===== config.mk =====
export PLATFORM = sky130hd
export DESIGN_NAME = nand_op_sequencer
export DESIGN_NICKNAME = d
export VERILOG_FILES = /design/src/rtl/nand_op_sequencer_pkg.sv /design/src/rtl/nand_op_sequencer_nand_2_9.sv /design/src/rtl/nand_op_sequencer.sv
export SDC_FILE = /design/constraint.sdc
export NUM_CORES = 1
export LEC_CHECK = 0
export ABC_CLOCK_PERIOD_IN_PS = 2450
export CORE_ASPECT_RATIO = 1.2
export CORE_MARGIN = 3
export CORE_UTILIZATION = 30
export CTS_CLUSTER_DIAMETER = 30
export DETAILED_ROUTE_END_ITERATION = 7
export PLACE_DENSITY_LB_ADDON = 0.1
export SLEW_MARGIN = 5
export SYNTH_ARGS = -nofsm -noshare
export SYNTH_HDL_FRONTEND = slang
export SYNTH_SLANG_ARGS = --single-unit

===== constraint.sdc =====
create_clock -name clk -period 2.45 [get_ports clk]
set_input_delay 0.49 -clock clk [delete_from_list [all_inputs] [get_ports clk]]
set_output_delay 0.49 -clock clk [all_outputs]
set_load 0.01 [all_outputs]

===== src/rtl/nand_op_sequencer_pkg.sv =====
// Shared encodings for the NAND-only logic sequencer: op codes, per-op step counts, FSM states.
package nand_op_sequencer_pkg;

    typedef enum logic [1:0] {
        OP_NAND = 2'd0,
        OP_AND  = 2'd1,
        OP_OR   = 2'd2,
        OP_XOR  = 2'd3
    } op_e;

    localparam logic [2:0] STEPS_NAND = 3'd1;
    localparam logic [2:0] STEPS_AND  = 3'd2;
    localparam logic [2:0] STEPS_OR   = 3'd3;
    localparam logic [2:0] STEPS_XOR  = 3'd4;

    typedef enum logic {
        IDLE = 1'b0,
        RUN  = 1'b1
    } state_e;

    function automatic logic [2:0] op_steps(input op_e op);
        case (op)
            OP_NAND: op_steps = STEPS_NAND;
            OP_AND:  op_steps = STEPS_AND;
            OP_OR:   op_steps = STEPS_OR;
            default: op_steps = STEPS_XOR;
        endcase
    endfunction

endpackage


===== src/rtl/nand_op_sequencer_nand_2_9.sv =====
// Shared combinational WIDTH-bit NAND cell.
// Latency 0 (pure combinational); no flow control.
module nand_2_9 #(
    parameter int WIDTH = 4
) (
    input  logic [WIDTH-1:0] in_data1,
    input  logic [WIDTH-1:0] in_data2,
    output logic [WIDTH-1:0] out_data
);

    assign out_data = ~(in_data1 & in_data2);

endmodule


===== src/rtl/nand_op_sequencer.sv =====
// NAND/AND/OR/XOR built from one NAND cell evaluated once per clock; result 1/2/3/4 cycles after start.
// start is sampled only when idle; requests while busy are dropped, not queued.
module nand_op_sequencer
    import nand_op_sequencer_pkg::*;
#(
    parameter int WIDTH = 4
) (
    input  logic             clk,
    input  logic             rst_n,
    input  logic             start,
    input  logic [1:0]       op,
    input  logic [WIDTH-1:0] in_data1,
    input  logic [WIDTH-1:0] in_data2,
    output logic             busy,
    output logic             done,
    output logic [WIDTH-1:0] out_data
);

    state_e           state, state_next;
    logic [1:0]       step;
    op_e              op_q;
    logic [WIDTH-1:0] a_q, b_q, t_q, u_q, v_q;
    logic [WIDTH-1:0] cell_x, cell_y, cell_r;
    logic             last_step;

    nand_2_9 #(.WIDTH(WIDTH)) u_nand (
        .in_data1 (cell_x),
        .in_data2 (cell_y),
        .out_data (cell_r)
    );

    // Cell operand selection: each op is a fixed NAND network unrolled over steps.
    always_comb begin
        cell_x = a_q;
        cell_y = b_q;
        case (op_q)
            OP_AND: begin
                if (step == 2'd1) begin
                    cell_x = t_q;
                    cell_y = t_q;
                end
            end
            OP_OR: begin
                case (step)
                    2'd0: cell_y = a_q;
                    2'd1: begin
                        cell_x = b_q;
                        cell_y = b_q;
                    end
                    default: begin
                        cell_x = t_q;
                        cell_y = u_q;
                    end
                endcase
            end
            OP_XOR: begin
                case (step)
                    2'd0: cell_y = b_q;
                    2'd1: cell_y = t_q;
                    2'd2: begin
                        cell_x = b_q;
                        cell_y = t_q;
                    end
                    default: begin
                        cell_x = u_q;
                        cell_y = v_q;
                    end
                endcase
            end
            default: begin
                cell_x = a_q;
                cell_y = b_q;
            end
        endcase
    end

    assign last_step = ({1'b0, step} == (op_steps(op_q) - 3'd1));
    assign busy      = (state == RUN);

    always_comb begin
        state_next = state;
        case (state)
            IDLE:    if (start)     state_next = RUN;
            RUN:     if (last_step) state_next = IDLE;
            default: state_next = IDLE;
        endcase
    end

    always_ff @(posedge clk or negedge rst_n) begin
        if (!rst_n) state <= IDLE;
        else        state <= state_next;
    end

    always_ff @(posedge clk or negedge rst_n) begin
        if (!rst_n) begin
            step     <= 2'd0;
            op_q     <= OP_NAND;
            a_q      <= '0;
            b_q      <= '0;
            t_q      <= '0;
            u_q      <= '0;
            v_q      <= '0;
            done     <= 1'b0;
            out_data <= '0;
        end else begin
            done <= 1'b0;
            case (state)
                IDLE: begin
                    if (start) begin
                        op_q <= op_e'(op);
                        a_q  <= in_data1;
                        b_q  <= in_data2;
                        step <= 2'd0;
                    end
                end
                RUN: begin
                    if (last_step) begin
                        out_data <= cell_r;
                        done     <= 1'b1;
                        step     <= 2'd0;
                    end else begin
                        step <= step + 2'd1;
                        case (step)
                            2'd0:    t_q <= cell_r;
                            2'd1:    u_q <= cell_r;
                            default: v_q <= cell_r;
                        endcase
                    end
                end
                default: step <= 2'd0;
            endcase
        end
    end

endmodule


---- Word-level counts from Yosys, hierarchy flattened ----
Index checks and enable logic that the tools add are counted.
cells by class
  $add $sub $neg .......................... 2
  multipliers ............................. 0
  divide/modulo/power cells ............... 0
  $lt $le $gt $ge ......................... 0
  equal/unequal tests ..................... 7
  shift operators ......................... 0
  mux-type cells .......................... 17
  bitwise gates (word level) .............. 5
  reduce and logical (&&, ||, !) cells .... 9
operators by type and width
  cell                   count
  $pmux W4 S2            4
  $pmux W4 S3            2
  $pmux W3 S3            1
  $reduce_and A3 Y1      3
  $mux W4                2
  $eq A2 B2 Y1 const B   3
  $and A4 B4 Y4          1
  $eq A2 B1 Y1 const B   2
  $logic_not A2 Y1       2
  $mux W1                4
  $mux W2                2
  $not A4 Y4             1
  $pmux W2 S2            1
  $reduce_and A2 Y1      2
  $reduce_or A2 Y1       2
  $eq A2 B3 Y1           1
  $not A1 Y1             3
  $sub A3 B1 Y3 const B  1
  $add A2 B1 Y2 const B  1
  $ne A2 B2 Y1 const B   1
  $pmux W1 S2            1
storage, ports and cells
  register bits ........................... 30
  latch bits .............................. 0
  memory bits (writable) .................. 0
  bits in read-only memories .............. 0
  input port bits ......................... 13
  memories kept ........................... 0

---- Logic depth before layout (Yosys ltp) ----
Gate-level depths: netlist of run 1.
  word-level depth ........................ 6
  depth in mapped cells ................... 9
  mapped depth without buffers ............ 7

---- Cells and area by module ----
From an unflattened synthesis of run 1, not the netlist that was laid out.
unflattened totals
  cells, all modules ...................... 164
  area, all modules ....................... 1,745.4 um^2
modules (own cells, without submodules)
  module             instances  cells each  area each (um^2)  sequential area each (um^2)
  nand_op_sequencer  1          160         1,730.4           750.7
  nand_2_9           1          4           15.0              0.0

---- Worst setup path before layout of run 1 ----
OpenSTA, ideal clock, no wires.
  path kind ............................... register to register
  start ................................... reg step[1]
  end ..................................... reg out_data[3]
  setup time .............................. 0.078 ns
  data arrival time ....................... 1.811 ns
  setup slack ............................. 0.561 ns
  stages on the path, launching flop included .. 10
  buffers on the path ..................... 2
  clock period less this slack ............ 1.889 ns
  cell sequence ........................... dfrtp_1 inv_1 ha_1 buf_6 or2_4 buf_6 a221oi_2 o32ai_1 o22a_1 o21ai_1
between the ends
  longest elaborated chain between the ends .. 6
ends and longest elaborated chain
  item                                        RTL line                                                                   source
  start, declared                             nand_op_sequencer.sv:20                                                    logic [1:0] step;
  start signal, assigned                      nand_op_sequencer.sv:122                                                   step <= step + 2'd1;
  $eq A2 B1 Y1, or another cell as far along  nand_op_sequencer.sv:38, nand_op_sequencer.sv:44, nand_op_sequencer.sv:57
  $reduce_or A2 Y1 (no line)                  -
  $pmux W4 S2                                 nand_op_sequencer.sv:57                                                    case (step)
  $pmux W4 S3                                 nand_op_sequencer.sv:36                                                    case (op_q)
  $and A4 B4 Y4                               nand_op_sequencer_nand_2_9.sv:11                                           assign out_data = ~(in_data1 & in_data2);
  $not A4 Y4                                  nand_op_sequencer_nand_2_9.sv:11
  end signal, assigned                        nand_op_sequencer.sv:118                                                   out_data <= cell_r;
  end, declared                               nand_op_sequencer.sv:16                                                    output logic [WIDTH-1:0] out_data
Parallel ways exist; a longest one is shown, timed or not.
A chain may end at the register's enable or synchronous reset.

---- Worst setup path after layout of run 1 ----
  start ................................... reg step[1]
  end ..................................... reg v_q[1]
between the ends
  longest elaborated chain between the ends .. 6
ends and longest elaborated chain
  item                                        RTL line                          source
  $eq A2 B1 Y1, or another cell as far along  -
  $reduce_or A2 Y1 (no line)                  -
  $pmux W4 S2                                 nand_op_sequencer.sv:57
  $pmux W4 S3                                 nand_op_sequencer.sv:36
  $and A4 B4 Y4                               nand_op_sequencer_nand_2_9.sv:11
  $not A4 Y4                                  nand_op_sequencer_nand_2_9.sv:11
  end signal, assigned                        nand_op_sequencer.sv:126          default: v_q <= cell_r;
  end, declared                               nand_op_sequencer.sv:22           logic [WIDTH-1:0] a_q, b_q, t_q, u_q, v_q;
Parallel ways exist; a longest one is shown, timed or not.

==> reports/qor.csv, run 1 <==
stage,metric,value,unit
sta,final slew viol count,0,
grt,largest net degree at the start of global routing,31,
die,core area,5440,µm²
grt,global route hottest layer,met2,
layout,Util after Layout,0.382,
critical_path,"slowest stage cell, crit path",dfrtp_1,
sta,# setup viols final,0,
sta,min Tclk post-route,2.12,ns
clocking,CTS tree,yes,
die,I/O pin count,19,
grt,antenna violations before repair,0,
placed_design,routability cong.,0.875,
critical_path,critical-path maximum fanout,13,
drt,DRT Wirelength,4.12,mm
grt,vias in the first global route,1353,
critical_path,Worst EP arrival,2.29,ns
critical_path,critical path class,reg -> reg,
hold_path,HP Class,reg -> reg,
yosys,sequential share of the synthesized area,0.435,
clocking,Longest Clk Path Bufs,2,
yosys,Mapped Cells,173,
clocking,root buffer cell,clkbuf_8,
power,switching share of power,0.426,
layout,post-route insts no fill,257,
layout,"commonest non-fill, non-tap cell in the layout",dfrtp_1,
yosys,post-synth cell types,30,
grt,first-pass GRT wire length,6.73,mm
layout,fillers,555,
layout,most frequent cells in the layout,"dfrtp_1 (30), nand2_1 (23), clkdlybuf4s50_1 (18)",
sta,Worst Tran Pin Value,0.553,ns
sta,final setup TNS,0,ns
sta,worst rel slew slack,0.631,
critical_path,"Req. time, crit path",2.62,ns
layout,register area,751,µm²
power,clock share of power,0.153,
sta,RSZ-0062 raised after global routing,no,
critical_path,CP Launch Type,flip-flop,
drt,"antenna viol nets, final",0,
clocking,setup bufs post-CTS,0,
clocking,clock buffer count from CTS,5,
layout,layout cells sized above 1,0.149,
layout,Total Nets Final,212,
critical_path,CP cell instances,"inv_1, ha_2, or2_4, a221oi_1, o32ai_1, o22a_1, o21ai_0",
die,row cnt,29,
run_status,status,"complete, no violations",
drt,1st-pass router iterations,4,
yosys,Mean Syn Cell Area,9.97,µm²
flow_run,number of max-cap violations,0,
drt,iteration-0 DRC count of the detailed router,110,
yosys,Synth Cell Area,1730,µm²
hold_path,WHS Path Cells,2,
placed_design,dpl cells,249,
placed_design,IO buf count,18,
power,PD cells,1570,nW/µm²
sta,clk_skew,0.0127,ns
power,Switch Pwr,0.00138,W
die,area of the die,6700,µm²
grt,GR Util met3,0.0394,
power,leakage,0.854,nW
clocking,Sink Count,30,
drt,wire length per cell,16.0,µm
die,Die X,75.2,µm
drt,drt drc,0,
placed_design,Final HPWL DP,2.99,mm
sta,final hold violations,0,
power,Internal Power,0.00187,W
clocking,Clock Latency Late Sink,0.29,ns
layout,Synth-to-Final Area Change,20.4,%
drt,vias per cell,5.36,
grt,met1 usage,0.169,
die,Initial Util,0.317,
clocking,"Reg clk slew, reported paths",0.07,ns
clocking,htree depth,2,
sta,f_max,0.471,GHz
drt,detailed-route via count,1378,
grt,Overall Global Routing Usage,0.133,
grt,GR Util met2,0.214,
layout,area of the multi-input gates,917,µm²
layout,ant diodes,0,
yosys,synth warn,0,
yosys,Syn Nets,191,
yosys,register bit total from synthesis,30,
die,Die Y,89.1,µm
critical_path,Critical Path Max Stage Delay,0.44,ns
sta,period utilisation layout,0.867,
power,Logic pwr share,0.524,
critical_path,element type at the critical path end,flip-flop,
power,Reg power frac,0.323,
grt,GR Overflow Total,0,
power,maximum vdd drop,0.509,mV
critical_path,worst-case reg-to-reg path depth,7,
[final cells by class]
type	count	area share
clock inverters	2	0.0181
inverters	3	0.00542
multi-input cells	132	0.442
well taps	62	0.0373
flip-flops and latches	30	0.361
repair buffers	22	0.101
clock buffers	6	0.0349
[through the flow]
| stage | hold slack, ns | cell area [µm²] | setup slack (ns) | total power, W |
|---|---|---|---|---|
| floorplan | 0.194 | 1730 | 0.561 | 0.00229 |
| global placement | 0.464 | 1960 | 0.291 | 0.00270 |
| detailed placement | 0.473 | 1960 | 0.162 | 0.00275 |
| CTS | 0.494 | 2070 | 0.138 | 0.00327 |
| global route | 0.519 | 2080 | 0.161 | 0.00353 |
| finish | 0.494 | 2080 | 0.326 | 0.00325 |
[synthesized netlist by cell type]
cell type	n	area [µm²]
buf_4	1	7.51
mux2_2	14	158
nor2_1	7	26.3
mux2i_1	4	40.0
dfrtp_1	30	751
a221oi_1	9	78.8
nor2b_1	12	75.1
nor3_1	1	5.00
buf_6	2	22.5
inv_1	3	11.3
o21ai_1	8	40.0
clkbuf_1	5	18.8
nand2_1	23	86.3
a21oi_1	4	20.0
ha_1	5	62.6
a22o_1	2	17.5
o32ai_1	6	52.6
o22a_1	3	26.3
xnor2_1	2	17.5
or2_4	1	8.76
nand2b_1	1	6.26
o22ai_1	3	18.8
a21boi_0	1	7.51
nand3b_1	3	22.5
a221oi_2	2	30.0
o31ai_1	1	7.51
o21ai_0	16	80.1
o32a_1	1	10.0
nand3_1	2	10.0
a21o_1	1	7.51
[repair_timing]
item	4_1_cts	5_1_grt
gates resized for setup	0	1
hold buffers	0	0
setup endpoints to repair	0	7
[flip-flops by register name, summed over array words and instances (netlist names), 2 cells and up]
register,count
u_q,4
b_q,4
op_q,2
v_q,4
step,2
t_q,4
a_q,4
out_data,4
[power by group through the flow]
stage	clock [W]	sequential (W)	combinational, W
floorplan	0	0.000987	0.00130
global placement	0	0.00104	0.00166
detailed placement	0	0.00105	0.00171
CTS	0.000514	0.00105	0.00171
global route	0.000537	0.00109	0.00190
finish	0.000497	0.00105	0.00170
[cell families after synthesis]
family                     after synthesis  share of synthesized area
adders and majority gates                5                     0.0363
AOI/OAI and AO/OA                       57                      0.230
buffers and inverters                   11                     0.0348
xor gates and xnor gates                 2                     0.0102
DFF                                     30                      0.435
muxes                                   18                      0.115
and+or+nand+nor                         50                      0.139
[critical path, delay by kind of cell, from the launching register on]
family / cells / cell delay [ns]
compound gates: 4 / 0.81
fa+ha+maj: 1 / 0.36
buf+inv: 1 / 0.13
flops: 1 / 0.44
simple gates: 1 / 0.27
[per-layer routing]
metal  vias to the layer above  share of wire
met3                         5          0.043
met1                       660           0.46
met4                         0          0.014
met5                         -              0
met2                        32           0.48
li1                        681              -
[path summary, 6_finish.rpt]
kind | from | end | slack [ns]
min | out_data[3] | out_data[3] | 0.49
min reg2reg | out_data[3] | out_data[3] | 0.49
max | step[1] | v_q[1] | 0.33
max reg2reg | step[1] | v_q[1] | 0.33
max in group asynchronous | rst_n | b_q[3] | 1.56
min in group asynchronous | rst_n | step[0] | 0.60
Power figures use the tool's default switching activity.
==> run 2: changes to the inputs <==
--- a/config.mk
+++ b/config.mk
@@ -5,13 +5,14 @@
 export SDC_FILE = /design/constraint.sdc
 export NUM_CORES = 1
 export LEC_CHECK = 0
-export ABC_CLOCK_PERIOD_IN_PS = 2450
+export ABC_CLOCK_PERIOD_IN_PS = 2130
 export CORE_ASPECT_RATIO = 1.2
 export CORE_MARGIN = 3
 export CORE_UTILIZATION = 30
 export CTS_CLUSTER_DIAMETER = 30
 export DETAILED_ROUTE_END_ITERATION = 7
 export PLACE_DENSITY_LB_ADDON = 0.1
+export SKIP_CTS_REPAIR_TIMING = 1
 export SLEW_MARGIN = 5
 export SYNTH_ARGS = -nofsm -noshare
 export SYNTH_HDL_FRONTEND = slang
==> constraint.sdc (replaced) <==
create_clock -name clk -period 2.13 [get_ports clk]
set_input_delay 0.426 -clock clk [delete_from_list [all_inputs] [get_ports clk]]
set_output_delay 0.426 -clock clk [all_outputs]
set_load 0.01 [all_outputs]
==> run 2 against run 1 <==
Final area is essentially flat. Flip-flop and latch count is the same. Utilization is essentially flat. Die area is the same. Fmax grew 7.7%. Sequential power grew 18%. Register-to-register slack lost 0.17 ns. Global-route usage shrank 0.069 points. Setup slack lost 0.17 ns.
==> reports/qor.csv, run 2 (synthesis results as in run 1) <==
stage,metric,value,unit
sta,final setup TNS,0,ns
die,Initial Util,0.317,
sta,final slew viol count,0,
clocking,Longest Clk Path Bufs,2,
hold_path,HP Class,reg -> reg,
critical_path,Reg2Reg Capture Point,u_q[2],
critical_path,CP Launch Type,flip-flop,
power,Internal Power,0.00208,W
critical_path,critical-path maximum fanout,6,
placed_design,routability cong.,0.837,
die,Die Y,89.1,µm
drt,detailed-route via count,1368,
die,core area,5440,µm²
sta,f_max,0.507,GHz
critical_path,worst-case reg-to-reg path depth,7,
layout,"commonest non-fill, non-tap cell in the layout",dfrtp_1,
die,Die X,75.2,µm
layout,layout cells sized above 1,0.162,
critical_path,Crit path depth,7,
sta,final hold violations,0,
power,Reg power frac,0.338,
sta,RSZ-0062 raised after global routing,no,
critical_path,reg-to-reg critical path startpoint,step[0],
drt,DRT Wirelength,4.03,mm
power,maximum vdd drop,0.529,mV
critical_path,element type at the critical path end,flip-flop,
power,switching share of power,0.429,
grt,antenna violations before repair,0,
critical_path,critical path class,reg -> reg,
power,Switch Pwr,0.00157,W
run_status,status,"complete, no violations",
critical_path,CP cell instances,"ha_1, buf_4, a22o_1, o21ai_0, nor2_1, o32a_1, o21ai_1",
critical_path,"Req. time, crit path",2.34,ns
sta,min Tclk post-route,1.97,ns
layout,most frequent cells in the layout,"dfrtp_1 (29), nand2_1 (23), clkdlybuf4s50_1 (18)",
power,leakage,0.860,nW
layout,ant diodes,0,
grt,largest net degree at the start of global routing,31,
drt,1st-pass router iterations,4,
grt,first-pass GRT wire length,6.73,mm
sta,Worst Tran Pin Value,0.525,ns
critical_path,Critical Path Max Stage Delay,0.44,ns
power,Logic pwr share,0.529,
power,PD cells,1760,nW/µm²
critical_path,kind of cell adding the most delay to the critical path,compound AO/OA/AOI/OAI gates,
grt,vias in the first global route,1370,
sta,# setup viols final,0,
critical_path,r2r setup slk,0.16,ns
clocking,Clock Latency Late Sink,0.28,ns
hold_path,worst min-delay path startpoint,out_data[3],
critical_path,Buffers & Inverters on Critical Path,1,
hold_path,Hold Path Sink,out_data[3],
drt,wire length per cell,15.5,µm
layout,Total Nets Final,214,
drt,vias per cell,5.28,
flow_run,number of max-cap violations,0,
sta,Hold Slack,0.491,ns
critical_path,"slowest stage cell, crit path",dfrtp_2,
sta,clk_skew,0.00463,ns
sta,worst rel slew slack,0.650,
clocking,"Reg clk slew, reported paths",0.07,ns
drt,iteration-0 DRC count of the detailed router,70,
critical_path,Worst EP arrival,2.18,ns
grt,Overall Global Routing Usage,0.133,
sta,period utilisation layout,0.926,
clocking,CTS tree,yes,
die,area of the die,6700,µm²
placed_design,IO buf count,18,
grt,GR Overflow Total,0,
power,clock share of power,0.133,
clocking,Sink Count,30,
clocking,htree depth,2,
drt,drt drc,0,
placed_design,Final HPWL DP,2.99,mm
clocking,clock buffer count from CTS,5,
die,row cnt,29,
layout,Synth-to-Final Area Change,20.3,%
die,I/O pin count,19,
clocking,root buffer cell,clkbuf_8,
drt,"antenna viol nets, final",0,
hold_path,WHS Path Cells,2,
layout,fillers,541,
## run 2: final cells by class
type	instances	area (µm²)	area share
inverter	3	11.3	0.00542
clock inverter	2	12.5	0.00603
tap	62	77.6	0.0374
sequential	30	752	0.362
multi-input combinational	132	915	0.441
timing repair buffer	24	225	0.108
clock buffer	6	82.6	0.0398
## run 2: layer usage
metal	up-vias	wire, µm	track usage
li1	688	-	-
met1	651	1920	0.172
met2	22	1900	0.214
met3	7	128	0.0371
met4	0	68	0.0413
met5	-	0	0
## run 2: metrics by stage
stage / setup WS, ns / cell area (µm²) / util / power (W) / std cells
2_1_floorplan: 0.241 / 1730 / - / 0.00263 / 173
3_3_place_gp: 0.215 / 1980 / 0.364 / 0.00314 / 251
3_5_place_dp: 0.127 / 1980 / 0.364 / 0.00319 / 251
4_1_cts: 0.116 / 2070 / 0.381 / 0.00370 / 259
5_1_grt: 0.00818 / 2080 / 0.381 / 0.00401 / 259
6_report: 0.158 / 2080 / 0.381 / 0.00365 / 259
## run 2: how the worst max path moves through the flow
stage / start / end / slack [ns]
after global routing: step[0] / t_q[1] / 0.008
after detailed placement: step[0] / u_q[2] / 0.13
after floorplan: step[1] / out_data[3] / 0.24
after global placement: step[0] / v_q[2] / 0.21
final: step[0] / u_q[2] / 0.16
after CTS: step[0] / u_q[2] / 0.12
## run 2: power by group through the flow
stage          combinational (W)  clock [W]  sequential, W
2_1_floorplan            0.00149          0        0.00113
3_3_place_gp             0.00192          0        0.00122
3_5_place_dp             0.00195          0        0.00124
4_1_cts                  0.00196   0.000510        0.00123
5_1_grt                  0.00220   0.000529        0.00129
6_report                 0.00193   0.000485        0.00124
## run 2: tightest hold or removal path: cells and delay by family, from the launching register on
kind             cells  cell delay [ns]
AND/OR/NAND/NOR      1             0.05
AO/OA/AOI/OAI        1             0.06
flip-flops           1             0.34
